## src/rtl/moore_seq_pkg.sv

```systemverilog
// Shared definitions for the moore_seq step sequencer family.
// Holds the state-count ceiling, the per-edge action encoding and a width helper.
// Pure declarations; no logic, no latency, no flow control.
package moore_seq_pkg;

  // Largest supported number of sequencer states.
  localparam int MOORE_SEQ_MAX_ST = 16;

  // What the sequencer does on a given rising edge, in priority order.
  typedef enum logic [1:0] {
    ACT_CLR   = 2'd0,  // synchronous return to state 0
    ACT_HOLD  = 2'd1,  // en low: state and dwell counter frozen
    ACT_DWELL = 2'd2,  // still dwelling: count up
    ACT_STEP  = 2'd3   // dwell expired: move to the next unskipped state
  } act_e;

  // Ceiling log2 for state-width derivation; bounded loop so it elaborates
  // cleanly in any toolflow. Returns at least 1 for n >= 2.
  function automatic int moore_seq_clog2(input int n);
    int w;
    w = 0;
    for (int i = 0; i < 16; i++) begin
      if ((1 << i) < n) begin
        w = i + 1;
      end
    end
    return w;
  endfunction

endpackage

```

## src/rtl/moore_seq_next.sv

```systemverilog
// Next-state search: lowest index above state whose skip bit is clear, else 0.
// Purely combinational, zero cycles.
// No flow control; output follows inputs continuously.
module moore_seq_next
  import moore_seq_pkg::*;
#(
  parameter int NUM_ST = 4,
  parameter int ST_W   = moore_seq_clog2(NUM_ST)
) (
  input  logic [ST_W-1:0]   state,
  input  logic [NUM_ST-1:0] skip_mask,
  output logic [ST_W-1:0]   nxt
);

  // Never search past the supported ceiling, whatever NUM_ST is set to.
  localparam int SEARCH_N = (NUM_ST < MOORE_SEQ_MAX_ST) ? NUM_ST : MOORE_SEQ_MAX_ST;

  // State 0 can never be skipped, so its mask bit plays no part in the search.
  logic unused_skip0;
  assign unused_skip0 = skip_mask[0];

  // Masked priority search; scanning downward lets the lowest hit win.
  // An out-of-range state finds no candidate above it and falls back to 0.
  always_comb begin
    nxt = '0;
    for (int j = SEARCH_N - 1; j >= 1; j--) begin
      if ((ST_W'(j) > state) && !skip_mask[j]) begin
        nxt = ST_W'(j);
      end
    end
  end

endmodule

```

## src/rtl/moore_seq.sv

```systemverilog
// Parametrised Moore step sequencer with run-time skip mask and per-state dwell.
// state updates on the edge; out mirrors state one cycle later; wrap aligns with state.
// No backpressure: en=0 freezes state and dwell count, clr forces state 0.
module moore_seq
  import moore_seq_pkg::*;
#(
  parameter int NUM_ST  = 4,                         // legal range 2..16
  parameter int ST_W    = moore_seq_clog2(NUM_ST),   // derived, leave at default
  parameter int DWELL_W = 4
) (
  input  logic               clk,
  input  logic               rst,        // asynchronous, active low
  input  logic               en,
  input  logic               clr,
  input  logic [NUM_ST-1:0]  skip_mask,
  input  logic [DWELL_W-1:0] dwell,
  output logic [ST_W-1:0]    state,
  output logic [ST_W-1:0]    out,
  output logic               wrap
);

  logic [ST_W-1:0]    nxt;
  logic [ST_W-1:0]    state_d;
  logic [DWELL_W-1:0] cnt;
  logic [DWELL_W-1:0] cnt_d;
  logic               wrap_d;
  act_e               act;

  moore_seq_next #(
    .NUM_ST (NUM_ST),
    .ST_W   (ST_W)
  ) u_next (
    .state     (state),
    .skip_mask (skip_mask),
    .nxt       (nxt)
  );

  // Pick this edge's action; clr outranks en, and >= lets a lowered dwell
  // release the current state on the very next enabled edge.
  always_comb begin
    act = ACT_HOLD;
    if (clr) begin
      act = ACT_CLR;
    end else if (!en) begin
      act = ACT_HOLD;
    end else if (cnt < dwell) begin
      act = ACT_DWELL;
    end else begin
      act = ACT_STEP;
    end
  end

  // Next values for state, dwell counter and wrap pulse.
  always_comb begin
    state_d = state;
    cnt_d   = cnt;
    wrap_d  = 1'b0;
    case (act)
      ACT_CLR: begin
        state_d = '0;
        cnt_d   = '0;
      end
      ACT_HOLD: begin
        state_d = state;
        cnt_d   = cnt;
      end
      ACT_DWELL: begin
        cnt_d = cnt + DWELL_W'(1);
      end
      ACT_STEP: begin
        state_d = nxt;
        cnt_d   = '0;
        wrap_d  = (nxt == '0);
      end
      default: begin
        state_d = '0;
        cnt_d   = '0;
      end
    endcase
  end

  // Sequencer state, dwell counter and wrap pulse registers.
  always_ff @(posedge clk or negedge rst) begin
    if (!rst) begin
      state <= '0;
      cnt   <= '0;
      wrap  <= 1'b0;
    end else begin
      state <= state_d;
      cnt   <= cnt_d;
      wrap  <= wrap_d;
    end
  end

  // Moore output: registered copy of state, updated on every edge.
  always_ff @(posedge clk or negedge rst) begin
    if (!rst) begin
      out <= '0;
    end else begin
      out <= state;
    end
  end

endmodule

```

## config.mk

```make
export PLATFORM = sky130hd
export DESIGN_NAME = moore_seq
export DESIGN_NICKNAME = d
export VERILOG_FILES = /design/src/rtl/moore_seq_pkg.sv /design/src/rtl/moore_seq_next.sv /design/src/rtl/moore_seq.sv
export SDC_FILE = /design/constraint.sdc
export NUM_CORES = 1
export LEC_CHECK = 0
export CAP_MARGIN = 0
export CORE_AREA = 3 3 40 42
export CTS_CLUSTER_SIZE = 25
export DETAILED_ROUTE_END_ITERATION = 8
export DIE_AREA = 0 0 43 45
export PLACE_DENSITY = 0.78
export RECOVER_POWER = 100
export SKIP_CTS_REPAIR_TIMING = 1
export SYNTH_ARGS = -nofsm -noshare
export SYNTH_HDL_FRONTEND = slang
export SYNTH_SLANG_ARGS = --single-unit
```

## constraint.sdc

```tcl
create_clock -name clk -period 2.8 [get_ports clk]
set_clock_uncertainty 0.1 [all_clocks]
set_input_delay 0.42 -clock clk [delete_from_list [all_inputs] [get_ports clk]]
set_output_delay 0.42 -clock clk [all_outputs]
set_load 0.005 [all_outputs]
```

==> impl_metrics.csv, run 1 <==
group,metric,value,unit
clock_network,clock_latency,260,ps
power_and_ir_drop,p_per_area,501,mW/mm²
worst_setup_path,max_stage_delay,520,ps
synthesis,synthAdderAreaFrac,12.3,%
grt,antenna_found_initial,0,
synthesis,yosysTopAreaCellShare,44.1,%
place,placed_cells,84,
synthesis,synth.avg_cell_area,9.45,µm²
grt,grt_busiest_layer,"met2",
sta,finalHoldViolCount,0,
clock_network,clk_pin_slew_worst_paths,60,ps
worst_setup_path,reg2reg_setup_slack,610,ps
route,final_antenna_net_count,0,
sta,drv_slew,0,
route,drcViolationCount,0,
synthesis,async_flop_share,100,%
grt,met3_usage,2.39,%
worst_setup_path,critical_path.top_delay_family,"buffers and inverters",
synthesis,synth_compound_area_share,22.1,%
worst_setup_path,timing.critical_path.buf_inv,3,
synthesis,synth-simple-area-share,12.3,%
synthesis,yosysWarnings,0,
synthesis,syn-num-nets,71,
worst_setup_path,end_kind,"flip-flop",
clock_network,cts.sinks,9,
place,hpwl,791,µm
layout,final.fill_count,129,
synthesis,synth.most_common_cell,"dfrtp_1",
sta,timing.slew.headroom,73.3,%
worst_hold_path,hold_path_class,"reg2reg",
worst_setup_path,start_kind,"input pin",
synthesis,ys_seq_elements,9,
clock_network,clk_path_buf_depth,2,
floorplan,die_x,43,µm
worst_setup_path,path_class,"in2reg",
synthesis,synth_common_cells,"dfrtp_1, inv_1, o21ai_0, ha_1",
synthesis,netlist_area,510,µm²
route,drt-total-wl,962,µm
grt,grt_pass1_vias,428,
layout,post-route-util,54.6,%
synthesis,ys_top_cells_by_area,"dfrtp_1, ha_1, o21ai_0",
synthesis,synth.distinct_cells,21,
clock_network,cts_root_buffer,"clkbuf_4",
sta,rsz0062_at_grt,"false",
route,drtIter0Drc,9,
sta,max_freq,401,MHz
place,routabilityCongestion,0.775,
clock_network,htree_levels,1,
floorplan,num_io_pins,17,
floorplan,die_area,0.00194,mm²
worst_setup_path,cp_max_fo,6,
power_and_ir_drop,fin_total_pwr,352,µW
place,io_buffers,15,
layout,layout.cells.non_filler,88,
worst_setup_path,cpMostUsedCell,"ha_1",
sta,holdWs,388,ps
clock_network,cts_tree,"yes",
grt,grtUsageMet2,19.2,%
route,avgViaCountPerCell,5.00,
grt,gr-usage-met1,13.6,%
floorplan,fp.dieH,45,µm
grt,grt_max_degree,10,
run_status,outcome,"finished, final reports clean",
layout,register_area,225,µm²
worst_setup_path,required,2840,ps
synthesis,yosysSeqAreaShare,44.1,%
grt,overflow,0,
floorplan,rows,13,
layout,drive_gt1_share,6.85,%
synthesis,yosys_most_used_dff,"dfrtp_1",
layout,multi_input_area,248,µm²
route,avgRoutedWirePerCell,10.9,µm
clock_network,numCtsBuffers,3,
grt,grt_pass1_wl,1670,µm
synthesis,synth.mux.area_fraction,1.96,%
power_and_ir_drop,leakagePower,0.000334,µW
synthesis,synthXorXnorAreaFrac,0,%
route,vias,440,
layout,n_antenna_cell,0,
job,max_cap_violations,0,
synthesis,synth_top_family_by_area,"compound AO/OA/AOI/OAI gates",
floorplan,core_area,0.00128,mm²
worst_setup_path,arrival,2530,ps
worst_setup_path,cpMaxStageDelayCell,"dlygate4sd3_1",
synthesis,yosys.area.top_type,"dfrtp_1",
sta,tightest_slew,399,ps
floorplan,start_util,39.7,%
route,dr.pass1.iters,2,
sta,finalCritPeriodShare,89.1,%
synthesis,synth_cells,54,
power_and_ir_drop,ir_drop,0.178,mV
sta,finalSetupTns,0,ps
sta,period_minus_slack,2490,ps
layout,area_delta_synth_final,37.5,%
worst_setup_path,cp_cell_sequence,"dlygate4sd3_1 -> inv_1 -> ha_1 -> or3b_1 -> o2111ai_1 -> a21oi_1 -> ha_1 -> buf_4 -> a221oi_1 -> a211oi_1",
sta,setup_viol,0,
layout,nNetsFinal,91,
synthesis,synth-edff-count,0,
grt,grt_usage,12.0,%
-- final cells by class --
cell class	instances	share of cell area (%)
Inverter	7	3.74
Multi-Input combinational cell	37	35.3
Tap cell	15	2.67
Timing Repair Buffer	16	22.5
Sequential cell	9	32.1
Clock buffer	4	3.74
-- routing by layer --
layer	wire, µm	share of wire (%)
met5	0	0
met4	23	2.4
met1	446	46
met3	24	2.5
met2	467	49
-- placed cells by master, fill, tap and decap left out, drive strengths merged --
master	Yosys	layout
nand2b	1	1
or3	1	1
nor2	4	4
a21oi	4	4
o31ai	1	1
nand2	4	4
nor2b	1	1
clkdlybuf4s50	0	8
dfrtp	9	9
ha	5	5
inv	7	7
o21ai	7	7
a31oi	1	1
or3b	1	1
o21bai	1	1
clkbuf	0	4
o2111ai	1	1
buf	1	1
nand3	1	1
a211oi	2	2
mux2i	1	1
dlygate4sd3	0	7
a221oi	1	1
-- state kept, by name (all words and copies together), names as in the netlist --
register  flops
wrap          1
state         2
out           2
cnt           4
-- cell families (layout without fill, tap and decap cells) --
| group | after synthesis | count (layout) |
|---|---|---|
| flops | 9 | 9 |
| compound gates | 18 | 18 |
| fa+ha+maj | 5 | 5 |
| buf+inv | 8 | 27 |
| simple gates | 13 | 13 |
| mux | 1 | 1 |
-- worst paths after layout --
check / depth (start not counted) / end / from
setup reg to reg: 8 / state[0]$_DFFE_PN0P_ / cnt[1]$_DFFE_PN0P_
hold reg to reg: 0 / out[0]$_DFF_PN0_ / state[0]$_DFFE_PN0P_
hold / removal: 0 / out[0]$_DFF_PN0_ / state[0]$_DFFE_PN0P_
min in group asynchronous: 1 / cnt[2]$_DFFE_PN0P_ / rst
setup / recovery: 10 / state[0]$_DFFE_PN0P_ / dwell[1]
max in group asynchronous: 1 / wrap$_DFF_PN0_ / rst
-- stage by stage --
stage	setup slack, ps	area (µm²)
2_1_floorplan	628	510
3_3_place_gp	117	676
3_5_place_dp	93.9	676
4_1_cts	366	702
5_1_grt	157	702
6_report	306	702
-- power breakdown --
group,internal [µW],switching [µW],leakage [µW]
clock network,55.0,47.9,0.0000150
registers,147,16.4,0.000120
logic,49.9,36.0,0.000199
total,251,100,0.000334
Power figures use the tool's default switching activity.
==> run 2, diff against run 1 <==
Settings changed: RECOVER_POWER 100 to 25, SKIP_LAST_GASP set to 1.
Clock period 2.8 ns to 2.6 ns, I/O delays scaled along.
==> run 2 against run 1 <==
Hold slack worse by 1.0 ps. Sequential share of layout area down 0.67 points. Wire length up 5.5%. Global-route usage up 0.77 points. Count of clock-buffer cells in the layout unchanged. Combinational power up 20%. Flip-flop and latch count unchanged. Core utilization up 1.2 points. Cell area up 2.1%. Largest power group unchanged. Non-clock buffer count up 2. Clock power up 5%. Sequential power up 9%.
==> impl_metrics.csv, run 2 (synthesis gave the netlist of run 1 again) <==
group,metric,value,unit
run_status,outcome,"finished, final reports clean",
floorplan,core_area,0.00128,mm²
layout,regMostFlops,"cnt",
route,drt-total-wl,1020,µm
place,routabilityCongestion,0.777,
power_and_ir_drop,leakagePower,0.000331,µW
grt,grt_pass1_vias,444,
sta,timing.slew.headroom,74.2,%
clock_network,htree_levels,1,
sta,max_freq,416,MHz
job,max_cap_violations,0,
floorplan,start_util,39.7,%
floorplan,rows,13,
place,hpwl,824,µm
place,post-place-ws,-78.9,ps
route,drtIter0Drc,5,
power_and_ir_drop,ir_drop,0.199,mV
layout,reg.largest.list,"cnt: 4 flops, out: 2 flops, state: 2 flops",
place,dpl_cell_area,691,µm²
clock_network,cts.sinks,9,
grt,grt_usage,12.8,%
clock_network,cts_root_buffer,"clkbuf_4",
layout,post-route-util,55.8,%
route,drcViolationCount,0,
route,avgViaCountPerCell,4.98,
sta,rsz0062_at_grt,"false",
worst_setup_path,worst_r2r_path_depth,8,
worst_setup_path,timing.rr.start,"cnt[1]$_DFFE_PN0P_",
route,avgRoutedWirePerCell,11.3,µm
clock_network,cts_tree,"yes",
worst_setup_path,required,2630,ps
worst_setup_path,crit_path_start,"dwell[1]",
layout,drive_gt1_share,9.33,%
sta,finalHoldViolCount,0,
sta,finalSetupTns,0,ps
place,io_buffers,15,
worst_hold_path,hold_path_class,"in2async",
floorplan,die_x,43,µm
layout,design_area,717,µm²
layout,largest_reg_flops,4,
worst_setup_path,arrival,2440,ps
floorplan,die_area,0.00194,mm²
worst_setup_path,r2r-end,"state[0]$_DFFE_PN0P_",
layout,final.fill_count,120,
sta,setup_viol,0,
sta,drv_slew,0,
layout,n_antenna_cell,0,
worst_setup_path,end_kind,"flip-flop",
grt,grt_max_degree,10,
route,dr.pass1.iters,6,
layout,layout_commonest_cell,"clkdlybuf4s50_1",
floorplan,num_io_pins,17,
worst_setup_path,path_class,"in2reg",
grt,antenna_found_initial,0,
clock_network,clk_path_buf_depth,2,
worst_setup_path,crit_path_end,"state[0]$_DFFE_PN0P_",
clock_network,clock_latency,260,ps
worst_setup_path,start_kind,"input pin",
sta,tightest_slew,386,ps
worst_setup_path,cp_max_fo,6,
power_and_ir_drop,fin_total_pwr,388,µW
power_and_ir_drop,p_per_area,541,mW/mm²
floorplan,fp.dieH,45,µm
sta,finalCritPeriodShare,92.4,%
worst_setup_path,reg2reg_setup_slack,410,ps
layout,final_cell_mix,"clkdlybuf4s50_1, dfrtp_1, inv_1",
clock_network,clk_pin_slew_worst_paths,60,ps
route,final_antenna_net_count,0,
clock_network,numCtsBuffers,3,
sta,fin_ws,198,ps
layout,nNetsFinal,93,
grt,grt_pass1_wl,1830,µm
grt,overflow,0,
sta,period_minus_slack,2400,ps
layout,area_delta_synth_final,40.4,%
route,vias,448,
==> run 2: changes by cell type in the layout (fill, tap and decap cells not counted), sizes merged <==
cell / before / now
buf: 1 / 3
clkdlybuf4s50: 8 / 14
dlygate4sd3: 7 / 1
==> run 2: per-stage QoR <==
step | std cells | hold slack (ps)
3_5_place_dp | 86 | 390
5_1_grt | 90 | 417
6_report | 90 | 387
4_1_cts | 90 | 323
3_3_place_gp | 86 | 371
2_1_floorplan | 54 | -5.59
==> run 2: critical path, stage by stage <==
cell and delay [ps]:
clkdlybuf4s50_1 450, inv_1 40, ha_1 190, or3b_1 340
o2111ai_1 100, a21oi_1 90, ha_1 360, buf_4 180
a221oi_1 200, a211oi_1 80
==> run 2: how the worst min path moves through the flow <==
stage,slack [ps],endpoint,from,cells after the start
final,390,cnt[3]$_DFFE_PN0P_,rst,1
after global routing,420,cnt[3]$_DFFE_PN0P_,rst,1
after CTS,320,cnt[3]$_DFFE_PN0P_,rst,1
after detailed placement,390,out[0]$_DFF_PN0_,state[0]$_DFFE_PN0P_,0
after global placement,370,out[0]$_DFF_PN0_,state[0]$_DFFE_PN0P_,0
after floorplan,-6,cnt[0]$_DFFE_PN0P_,rst,0
==> run 2: final cells by class <==
class	count	area [µm²]	share of cell area (%)
Multi-Input combinational cell	37	248	34.6
Sequential cell	9	225	31.4
Timing Repair Buffer	18	173	24.1
Clock buffer	4	26.3	3.66
Inverter	7	26.3	3.66
Tap cell	15	18.8	2.62
==> run 2: routing by layer <==
metal  global-route usage, %  wire [µm]  vias up
li1                        -          -      231
met1                    15.4        451      209
met2                    20.7        531        8
met3                    2.39         31        0
met4                    9.04          0        0
met5                       0          0        -
==> run 2: where the power goes <==
| part | total, µW | internal, µW | switching (µW) |
|---|---|---|---|
| Clock | 108 | 59.1 | 48.6 |
| Sequential | 177 | 158 | 19.3 |
| Combinational | 103 | 62.7 | 40.5 |
| Total | 388 | 280 | 108 |
